[src/rtl/fetch_buffer.sv]
// Fetch-side instruction queue between the PC/instruction-memory stage and decode.
// Holds {instr, PC, PC+4} in a circular buffer; in_ready doubles as the PC-register enable.
module fetch_buffer #(
  parameter int unsigned      WIDTH = 32,
  parameter int unsigned      DEPTH = 2,
  parameter logic [WIDTH-1:0] NOP   = WIDTH'(32'h0000_0013)
) (
  input  logic                   clk,
  input  logic                   rst,
  input  logic                   in_valid,
  output logic                   in_ready,
  input  logic [WIDTH-1:0]       instr_in,
  input  logic [WIDTH-1:0]       pc_in,
  input  logic [WIDTH-1:0]       pcplus4_in,
  output logic                   out_valid,
  input  logic                   out_ready,
  output logic [WIDTH-1:0]       instr_d,
  output logic [WIDTH-1:0]       pc_d,
  output logic [WIDTH-1:0]       pcplus4_d,
  input  logic                   flush,
  output logic [$clog2(DEPTH):0] count
);

  localparam int unsigned AW = $clog2(DEPTH);
  localparam int unsigned CW = AW + 1;
  localparam int unsigned EW = 3 * WIDTH;

  logic [AW-1:0] wr_ptr_q, wr_ptr_d;
  logic [AW-1:0] rd_ptr_q, rd_ptr_d;
  logic [CW-1:0] count_q, count_d;

  logic [EW-1:0] mem_q [DEPTH];
  logic [EW-1:0] head;

  logic full;
  logic empty;
  logic push;
  logic pop;

  assign full  = (count_q == CW'(DEPTH));
  assign empty = (count_q == '0);

  // Ready depends on occupancy only, so a full queue never passes through on a pop.
  assign in_ready  = ~full;
  assign out_valid = ~empty;

  assign push = in_valid & in_ready & ~flush;
  assign pop  = out_valid & out_ready & ~flush;

  always_comb begin
    wr_ptr_d = wr_ptr_q;
    rd_ptr_d = rd_ptr_q;
    count_d  = count_q;
    if (flush) begin
      wr_ptr_d = '0;
      rd_ptr_d = '0;
      count_d  = '0;
    end else begin
      if (push) begin
        wr_ptr_d = wr_ptr_q + AW'(1);
      end
      if (pop) begin
        rd_ptr_d = rd_ptr_q + AW'(1);
      end
      unique case ({push, pop})
        2'b10:   count_d = count_q + CW'(1);
        2'b01:   count_d = count_q - CW'(1);
        default: count_d = count_q;
      endcase
    end
  end

  always_ff @(posedge clk or negedge rst) begin
    if (!rst) begin
      wr_ptr_q <= '0;
      rd_ptr_q <= '0;
      count_q  <= '0;
    end else begin
      wr_ptr_q <= wr_ptr_d;
      rd_ptr_q <= rd_ptr_d;
      count_q  <= count_d;
    end
  end

  // Entry storage is deliberately left unreset; occupancy alone decides what is visible.
  always_ff @(posedge clk) begin
    if (push) begin
      mem_q[wr_ptr_q] <= {instr_in, pc_in, pcplus4_in};
    end
  end

  assign head = mem_q[rd_ptr_q];

  always_comb begin
    instr_d   = NOP;
    pc_d      = '0;
    pcplus4_d = '0;
    if (!empty) begin
      instr_d   = head[3*WIDTH-1:2*WIDTH];
      pc_d      = head[2*WIDTH-1:WIDTH];
      pcplus4_d = head[WIDTH-1:0];
    end
  end

  assign count = count_q;

endmodule

[config.mk]
export PLATFORM = sky130hd
export DESIGN_NAME = fetch_buffer
export DESIGN_NICKNAME = d
export VERILOG_FILES = /design/src/rtl/fetch_buffer.sv
export SDC_FILE = /design/constraint.sdc
export NUM_CORES = 1
export LEC_CHECK = 0
export ABC_CLOCK_PERIOD_IN_PS = 9800
export CAP_MARGIN = 20
export CORE_MARGIN = 2
export CORE_UTILIZATION = 25
export CTS_CLUSTER_SIZE = 8
export DETAILED_ROUTE_END_ITERATION = 10
export HOLD_SLACK_MARGIN = 0.15
export PLACE_DENSITY_LB_ADDON = 0.1
export RECOVER_POWER = 25
export SETUP_SLACK_MARGIN = 0.3
export SKIP_LAST_GASP = 1
export SYNTH_ARGS = -nofsm -noshare
export SYNTH_HDL_FRONTEND = slang
export SYNTH_SLANG_ARGS = --single-unit
[constraint.sdc]
create_clock -name clk -period 9.8 [get_ports clk]
set_input_delay 2.45 -clock clk [delete_from_list [all_inputs] [get_ports clk]]
set_output_delay 2.45 -clock clk [all_outputs]
set_load 0.02 [all_outputs]
==> results of run 1 <==
routing by layer:
layer | wire, µm | vias up | track usage
met5 | 16 | - | 0
li1 | - | 2010 | -
met3 | 857 | 11 | 0.03415
met4 | 191 | 2 | 0.03616
met2 | 8760 | 102 | 0.1906
met1 | 7633 | 2087 | 0.1362
critical path: cells and delay by family (launching register included):
family	cells	cell delay, ps
flip-flops	1	920
buffers and inverters	2	1530
multiplexers	1	170
AND/OR/NAND/NOR	1	210
synthesized netlist by cell type:
master      n
a21o_1      1
nor3_1      1
nand3b_1    1
inv_1       1
buf_4       5
nor2_1     94
xor2_1      1
or2_0       1
nor2_2      1
mux2i_1    97
or3_1       1
edfxtp_1  192
a21oi_1     4
inv_2       2
o211ai_1    1
buf_1       2
dfrtp_1     4
nor3b_1     2
o21ai_0     2
buf_2      10
nor2b_2     1
buf_6       4
nand2_1     4
power groups by stage:
stage / combinational [W] / sequential, W / clock [W]
2_1_floorplan: 0.000135 / 0.000983 / 0
3_3_place_gp: 0.000263 / 0.000989 / 0
3_5_place_dp: 0.000265 / 0.000990 / 0
4_1_cts: 0.000266 / 0.000971 / 0.000681
5_1_grt: 0.000276 / 0.000974 / 0.000709
6_report: 0.000256 / 0.000970 / 0.000647
area by class of cell:
type	count	area, µm²	share of cell area
Multi-Input combinational cell	212	1475	0.1410
Sequential cell	196	5869	0.5612
Clock buffer	20	436.7	0.04175
Clock inverter	12	108.9	0.01041
Antenna cell	1	2.502	0.0002393
Timing Repair Buffer	207	2067	0.1976
Inverter	3	11.26	0.001077
Tap cell	390	488.0	0.04666
state kept, by name, indices dropped and copies added, names as in the netlist:
signal,cells
wr_ptr_q,1
mem_q,192
count,2
rd_ptr_q,1
per-stage QoR:
stage	cells	setup slack, ps	hold WS (ps)	util
after floorplan	432	3008	542.4	-
after global placement	1007	4363	608.4	0.3355
after detailed placement	1007	4324	613.5	0.3355
after CTS	1039	3832	624.3	0.3540
after global routing	1041	3738	654.9	0.3548
final	1041	4067	620.3	0.3548
how the worst max path moves through the flow:
stage / endpoint / startpoint / cells after the start
2_1_floorplan: mem_q[1][0] / in_valid / 2
3_3_place_gp: instr_d[13] / rd_ptr_q / 4
3_5_place_dp: instr_d[13] / rd_ptr_q / 4
4_1_cts: instr_d[13] / rd_ptr_q / 4
5_1_grt: instr_d[13] / rd_ptr_q / 4
6_report: instr_d[30] / rd_ptr_q / 4
cells by family after synthesis:
kind of cell,Yosys count,synth area share
flops,196,0.7858
simple gates,106,0.05665
mux,97,0.1301
buf+inv,24,0.02028
compound gates,8,0.006035
xor+xnor,1,0.001174
==> results_dict.tcl, run 1 <==
set metrics [dict create \
    clockBufferDepth 2 \
    first_global_vias 4634 \
    postSynthAreaPerCell_um2 17.28 \
    cp.arrival_ps 3280 \
    antenna_left 0 \
    final_max_slew_viol_count 0 \
    place.gp.congestion 0.6906 \
    cts_setup_buffers 0 \
    synthTopCellsByArea "edfxtp_1 77%, mux2i_1 13%, nor2_1 4.7%" \
    tns_ps 0 \
    total_power_w 0.001874 \
    period_minus_slack_ps 5733 \
    layout_common_cells "192 x edfxtp_1, 138 x clkdlybuf4s50_1, 97 x mux2i_1" \
    layout_commonest_cell "edfxtp_1" \
    htree_levels 4 \
    cts_resized 0 \
    hpwl_um 11220 \
    synthCells 432 \
    grtUsageTotal 0.1122 \
    dieWidth_um 176.8 \
    syn_nets 533 \
    fin_area_mm2 0.01046 \
    skew_ps 7.859 \
    critPathMaxFanout 55 \
    period_share 0.5850 \
    wirelength_um 17460 \
    dieArea_mm2 0.03126 \
    ff2ff_path_depth 3 \
    fmax_mhz 174.4 \
    drc_errors 0 \
    cp.required_ps 7350 \
    cap_violations 0 \
    reg2reg_from "rd_ptr_q" \
    clockPowerShare 0.346 \
    synth.distinct_cells 23 \
    grt_max_degree 56 \
    route.vias.total 4212 \
    first_pass_iters 4 \
    drtIter0Drc 149 \
    hold_start "wr_ptr_q" \
    portBuffers 200 \
    synthToLayoutAreaGrowth_pct 40.11 \
    vias_per_cell 4.046 \
    start_util 0.2532 \
    ys_seq_area_frac 0.7858 \
    pwr-share-comb 0.137 \
    cts_tree "yes" \
    cts_hold_buf 0 \
    syn_area_mm2 0.007465 \
    synth-seq-cells 196 \
    worstSetupPathType "reg2out" \
    slowest_stage "dfrtp_4" \
    nets 738 \
    setup_violations 0 \
    vdd_drop_max_mv 0.09387 \
    p_sw_w 0.0004460 \
    io_pins 201 \
    cts_root_buffer "clkbuf_16" \
    cellLeakagePower_nw 3.359 \
    power.density_mw_per_mm2 179.1 \
    rsz0062_at_grt "false" \
    fp.dieH_um 176.8 \
    sw_frac_of_total 0.2380 \
    path_clk_slew_ps 70 \
    hold_violations 0 \
    antenna_found_initial 2 \
    p_int_w 0.001428 \
    insertion_delay_ps 420 \
    yosys_warnings 0 \
    cp-end-kind "output pin" \
    holdPathStages 2 \
    max-slew-margin-rel 0.3406 \
    worst_pin_slew_ps 989.1 \
    start_kind "register" \
    fp-row-count 63 \
    yosysTopAreaCell "edfxtp_1" \
    r2r_slack_ps 7580 \
    grt_pass1_wl_um 26070 \
    synth_top_area_frac 0.7724 \
    wl_per_cell_um 16.77 \
    critPathMaxStageDelay_ps 920 \
    fillerInstances 2899 \
    core_mm2 0.02948 \
    cts_buffers 17 \
    r2r_end "rd_ptr_q" \
    dpl_cell_area_mm2 0.009891 \
    hold_end "wr_ptr_q" \
    grt-ovfl-total 0 \
    hp-class "reg2reg" \
    power_frac_seq 0.518 \
    cts.sinks 196 \
    drive_gt1_frac 0.06308 \
    cp_cell_sequence "buf_4, mux2i_1, nor2_1, clkdlybuf4s50_1" \
    status "completed" \
]
Note: power is estimated with default switching activity, not from simulation.
==> run 2, diff against run 1 <==
--- a/config.mk
+++ b/config.mk
@@ -5,7 +5,7 @@
 export SDC_FILE = /design/constraint.sdc
 export NUM_CORES = 1
 export LEC_CHECK = 0
-export ABC_CLOCK_PERIOD_IN_PS = 9800
+export ABC_CLOCK_PERIOD_IN_PS = 5100
 export CAP_MARGIN = 20
 export CORE_MARGIN = 2
 export CORE_UTILIZATION = 25
==> constraint.sdc (replaced) <==
create_clock -name clk -period 5.1 [get_ports clk]
set_input_delay 1.275 -clock clk [delete_from_list [all_inputs] [get_ports clk]]
set_output_delay 1.275 -clock clk [all_outputs]
set_load 0.02 [all_outputs]
==> results_dict.tcl, run 2 (synthesized netlist as in run 1, its figures left out) <==
set metrics [dict create \
    regMostFlops "mem_q" \
    drive_gt1_frac 0.06780 \
    start_util 0.2532 \
    tns_ps 0 \
    cts_hold_buf 0 \
    htree_levels 4 \
    vias_per_cell 4.044 \
    holdPathStages 2 \
    rsz0062_at_grt "false" \
    cp.required_ps 3830 \
    skew_ps 8.580 \
    start_kind "register" \
    cts_buffers 17 \
    place_ws_ps 1511 \
    worst_pin_slew_ps 739.0 \
    vdd_drop_max_mv 0.1534 \
    io_pins 201 \
    cts_resized 0 \
    globalRoute.busiestLayer "met2" \
    insertion_delay_ps 420 \
    hp-class "reg2reg" \
    cts_tree "yes" \
    largest_reg_flops 192 \
    antenna_left 0 \
    grt-ovfl-total 0 \
    antenna_found_initial 1 \
    layout_common_cells "192 x edfxtp_1, 138 x clkdlybuf4s50_1, 97 x mux2i_1" \
    grt_max_degree 97 \
    cts_root_buffer "clkbuf_16" \
    ff2ff_path_depth 5 \
    fmax_mhz 252.6 \
    setup_violations 0 \
    fp-row-count 63 \
    grtUsageTotal 0.1136 \
    grt_pass1_wl_um 26610 \
    max-slew-margin-rel 0.5074 \
    use_met1 0.1321 \
    place.gp.congestion 0.7296 \
    hold_violations 0 \
    dieWidth_um 176.8 \
    met3_usage 0.02728 \
    period_share 0.7764 \
    fillerInstances 2890 \
    power.density_mw_per_mm2 345.5 \
    status "completed" \
    critPathMaxFanout 29 \
    cts.sinks 196 \
    route.vias.total 4206 \
    cap_violations 0 \
    cp.arrival_ps 2680 \
    fp.dieH_um 176.8 \
    first_pass_iters 6 \
    ff_latch_area_mm2 0.005869 \
    dieArea_mm2 0.03126 \
    grtUsageMet2 0.2020 \
    path_clk_slew_ps 70 \
    clockBufferDepth 2 \
    hpwl_um 10940 \
    drc_errors 0 \
    worstSetupPathType "reg2out" \
    total_power_w 0.003619 \
    layout_commonest_cell "edfxtp_1" \
    drtIter0Drc 192 \
    portBuffers 200 \
    cellLeakagePower_nw 3.373 \
    synthToLayoutAreaGrowth_pct 40.31 \
    cts_setup_buffers 0 \
    period_minus_slack_ps 3959 \
    wl_per_cell_um 16.65 \
    cp-end-kind "output pin" \
    first_global_vias 4729 \
    core_mm2 0.02948 \
    multiInputGateArea_mm2 0.001475 \
    worst_slack_ps 1141 \
    final_max_slew_viol_count 0 \
    wirelength_um 17320 \
    nets 738 \
]
run 2: final timing paths:
check | start | to | slack, ps
worst max-delay path | rd_ptr_q | instr_d[13] | 1140
worst min-delay path | wr_ptr_q | wr_ptr_q | 620
worst max register to register | count[1] | mem_q[1][56] | 2940
worst min register to register | wr_ptr_q | wr_ptr_q | 620
max in group asynchronous | rst | rd_ptr_q | 3680
min in group asynchronous | rst | rd_ptr_q | 1170
run 2: layout make-up:
cell class              instances  area share
diodes                          1   0.0002389
clock buffers                  17     0.04062
clock inverters                14     0.01171
inverters                       3    0.001075
multi-input cells             212      0.1408
flip-flops and latches        196      0.5604
well taps                     390     0.04659
repair buffers                207      0.1985
run 2: layer usage:
| layer | wire (µm) | part of all wire |
|---|---|---|
| met2 | 9193 | 0.53 |
| met4 | 278 | 0.016 |
| met1 | 7109 | 0.41 |
| met3 | 735 | 0.042 |
| met5 | 0 | 0 |
run 2: report_power, final:
group	leakage [nW]	switching, W	internal [W]
Sequential	1.81	0.0000242	0.00183
Clock	0.269	0.000622	0.000640
Combinational	1.29	0.000264	0.000235
Total	3.37	0.000911	0.00271
run 2: critical path: stages, from the launching register on:
cell	delay, ps
dfrtp_4	740
buf_4	530
mux2i_1	150
nor2_1	160
clkdlybuf4s50_1	630
run 2: through the flow:
step           utilization  hold slack, ps  area [µm²]  cells
2_1_floorplan            -           576.0        7487    432
3_3_place_gp        0.3366           606.5        9923   1008
3_5_place_dp        0.3366           610.9        9923   1008
4_1_cts             0.3552           623.0       10470   1039
5_1_grt             0.3553           684.9       10470   1040
6_report            0.3553           619.6       10470   1040
==> run 3, diff against run 2 <==
--- a/config.mk
+++ b/config.mk
@@ -5,7 +5,7 @@
 export SDC_FILE = /design/constraint.sdc
 export NUM_CORES = 1
 export LEC_CHECK = 0
-export ABC_CLOCK_PERIOD_IN_PS = 5100
+export ABC_CLOCK_PERIOD_IN_PS = 3550
 export CAP_MARGIN = 20
 export CORE_MARGIN = 2
 export CORE_UTILIZATION = 25
==> constraint.sdc (replaced) <==
create_clock -name clk -period 3.55 [get_ports clk]
set_input_delay 0.8875 -clock clk [delete_from_list [all_inputs] [get_ports clk]]
set_output_delay 0.8875 -clock clk [all_outputs]
set_load 0.02 [all_outputs]
==> results_dict.tcl, run 3 (synthesized netlist as in run 1, its figures left out) <==
set metrics [dict create \
    status "completed" \
    slowest_stage "clkdlybuf4s50_1" \
    regMostFlops "mem_q" \
    io_pins 201 \
    first_pass_iters 4 \
    nets 748 \
    rsz0062_at_grt "false" \
    tns_ps 0 \
    place.gp.congestion 0.7695 \
    path_clk_slew_ps 70 \
    grtUsageTotal 0.1099 \
    placed_cells 1014 \
    antenna_left 0 \
    hold_start "wr_ptr_q" \
    power.density_mw_per_mm2 490.1 \
    cellLeakagePower_nw 3.446 \
    drive_gt1_frac 0.08194 \
    start_util 0.2532 \
    htree_levels 4 \
    cp.arrival_ps 2220 \
    route.vias.total 4258 \
    cpLargestDelayFamily "buffers and inverters" \
    worst_slack_ps 439.6 \
    cp.required_ps 2660 \
    skew_ps 8.103 \
    final_max_slew_viol_count 0 \
    grt_pass1_wl_um 25520 \
    fin_area_mm2 0.01064 \
    portBuffers 200 \
    setup_violations 0 \
    hpwl_um 11280 \
    cts_buffers 17 \
    hold_violations 0 \
    drtIter0Drc 158 \
    dpl_cell_area_mm2 0.01004 \
    wirelength_um 16940 \
    multiInputGateArea_mm2 0.001491 \
    cts_tree "yes" \
    ff_latch_area_mm2 0.005869 \
    dieArea_mm2 0.03126 \
    fmax_mhz 321.5 \
    insertion_delay_ps 420 \
    vias_per_cell 4.048 \
    worstSetupPathType "reg2out" \
    antenna_found_initial 3 \
    dieWidth_um 176.8 \
    grt_max_degree 66 \
    fp.dieH_um 176.8 \
    wl_per_cell_um 16.10 \
    critPathMaxStageDelay_ps 640 \
    critPathMaxFanout 26 \
    cts.sinks 196 \
    post-route-util 0.3610 \
    core_mm2 0.02948 \
    layout_common_cells "192 x edfxtp_1, 137 x clkdlybuf4s50_1, 97 x mux2i_1" \
    first_global_vias 4542 \
    hp-class "reg2reg" \
    period_share 0.8762 \
    start_kind "register" \
    clockBufferDepth 2 \
    synthToLayoutAreaGrowth_pct 42.57 \
    cap_violations 0 \
    max-slew-margin-rel 0.6847 \
    period_minus_slack_ps 3110 \
    reg2reg_from "count[1]" \
    fp-row-count 63 \
    place_ws_ps 736.9 \
    layout_commonest_cell "edfxtp_1" \
    wl_met3_um 593 \
    cp-end-kind "output pin" \
    top_layer "met4" \
    worst_pin_slew_ps 473.0 \
    m1WireLength_um 6631 \
    fillerInstances 2837 \
    path_buf_inv 2 \
    wl_met2_um 9408 \
    grt-ovfl-total 0 \
    crit_path_start "rd_ptr_q" \
    largest_reg_flops 192 \
    instances_no_fill 1052 \
    drc_errors 0 \
    cts_root_buffer "clkbuf_16" \
    vdd_drop_max_mv 0.2176 \
    cp_cell_sequence "buf_6, mux2i_1, nor2_1, clkdlybuf4s50_1" \
]
[run 3: path summary, 6_finish.rpt]
check | cells after the start | slack [ps] | endpoint
worst max-delay path | 4 | 440 | pcplus4_d[31]
worst min-delay path | 2 | 620 | wr_ptr_q
worst max register to register | 5 | 1640 | mem_q[1][39]
worst min register to register | 2 | 620 | wr_ptr_q
max in group asynchronous | 1 | 2580 | rd_ptr_q
min in group asynchronous | 1 | 760 | count[1]
[run 3: layout make-up]
cell class                      instances  area share
Sequential cell                       196      0.5515
Timing Repair Buffer                  217      0.2087
Multi-Input combinational cell        212      0.1401
Tap cell                              390     0.04585
Clock buffer                           17     0.03997
Clock inverter                         14     0.01187
Inverter                                3    0.001293
Antenna cell                            3   0.0007054
[run 3: power by group]
group / total (W) / internal (W) / switching (W)
Sequential: 0.00266 / 0.00263 / 0.0000250
Clock: 0.00180 / 0.000918 / 0.000886
Combinational: 0.000754 / 0.000366 / 0.000388
Total: 0.00522 / 0.00392 / 0.00130
[run 3: routing by layer]
layer | global-route usage | vias to the layer above
met5 | 0 | -
met4 | 0.04787 | 0
met3 | 0.02320 | 13
met2 | 0.2056 | 96
met1 | 0.1189 | 2118
li1 | - | 2031
[run 3: stage by stage]
step / hold slack (ps) / total power, W
final: 621.0 / 0.005216
after floorplan: 576.0 / 0.003083
after global routing: 653.0 / 0.005458
after global placement: 610.7 / 0.003480
after detailed placement: 616.1 / 0.003486
after CTS: 626.7 / 0.005334
[run 3: worst register-to-register path, cell delays in order, from the launching register on]
cell and delay (ps):
dfrtp_1 480, nor2b_2 220, inv_4 110, nand2_8 70, nor3b_4 240, buf_4 420
[run 3: what timing repair did]
action / in CTS / in global routing
buffers inserted: 4 / 0
endpoints found under the setup margin: 49 / 0
hold buffers: 0 / 0
gates resized for setup: 1 / 0
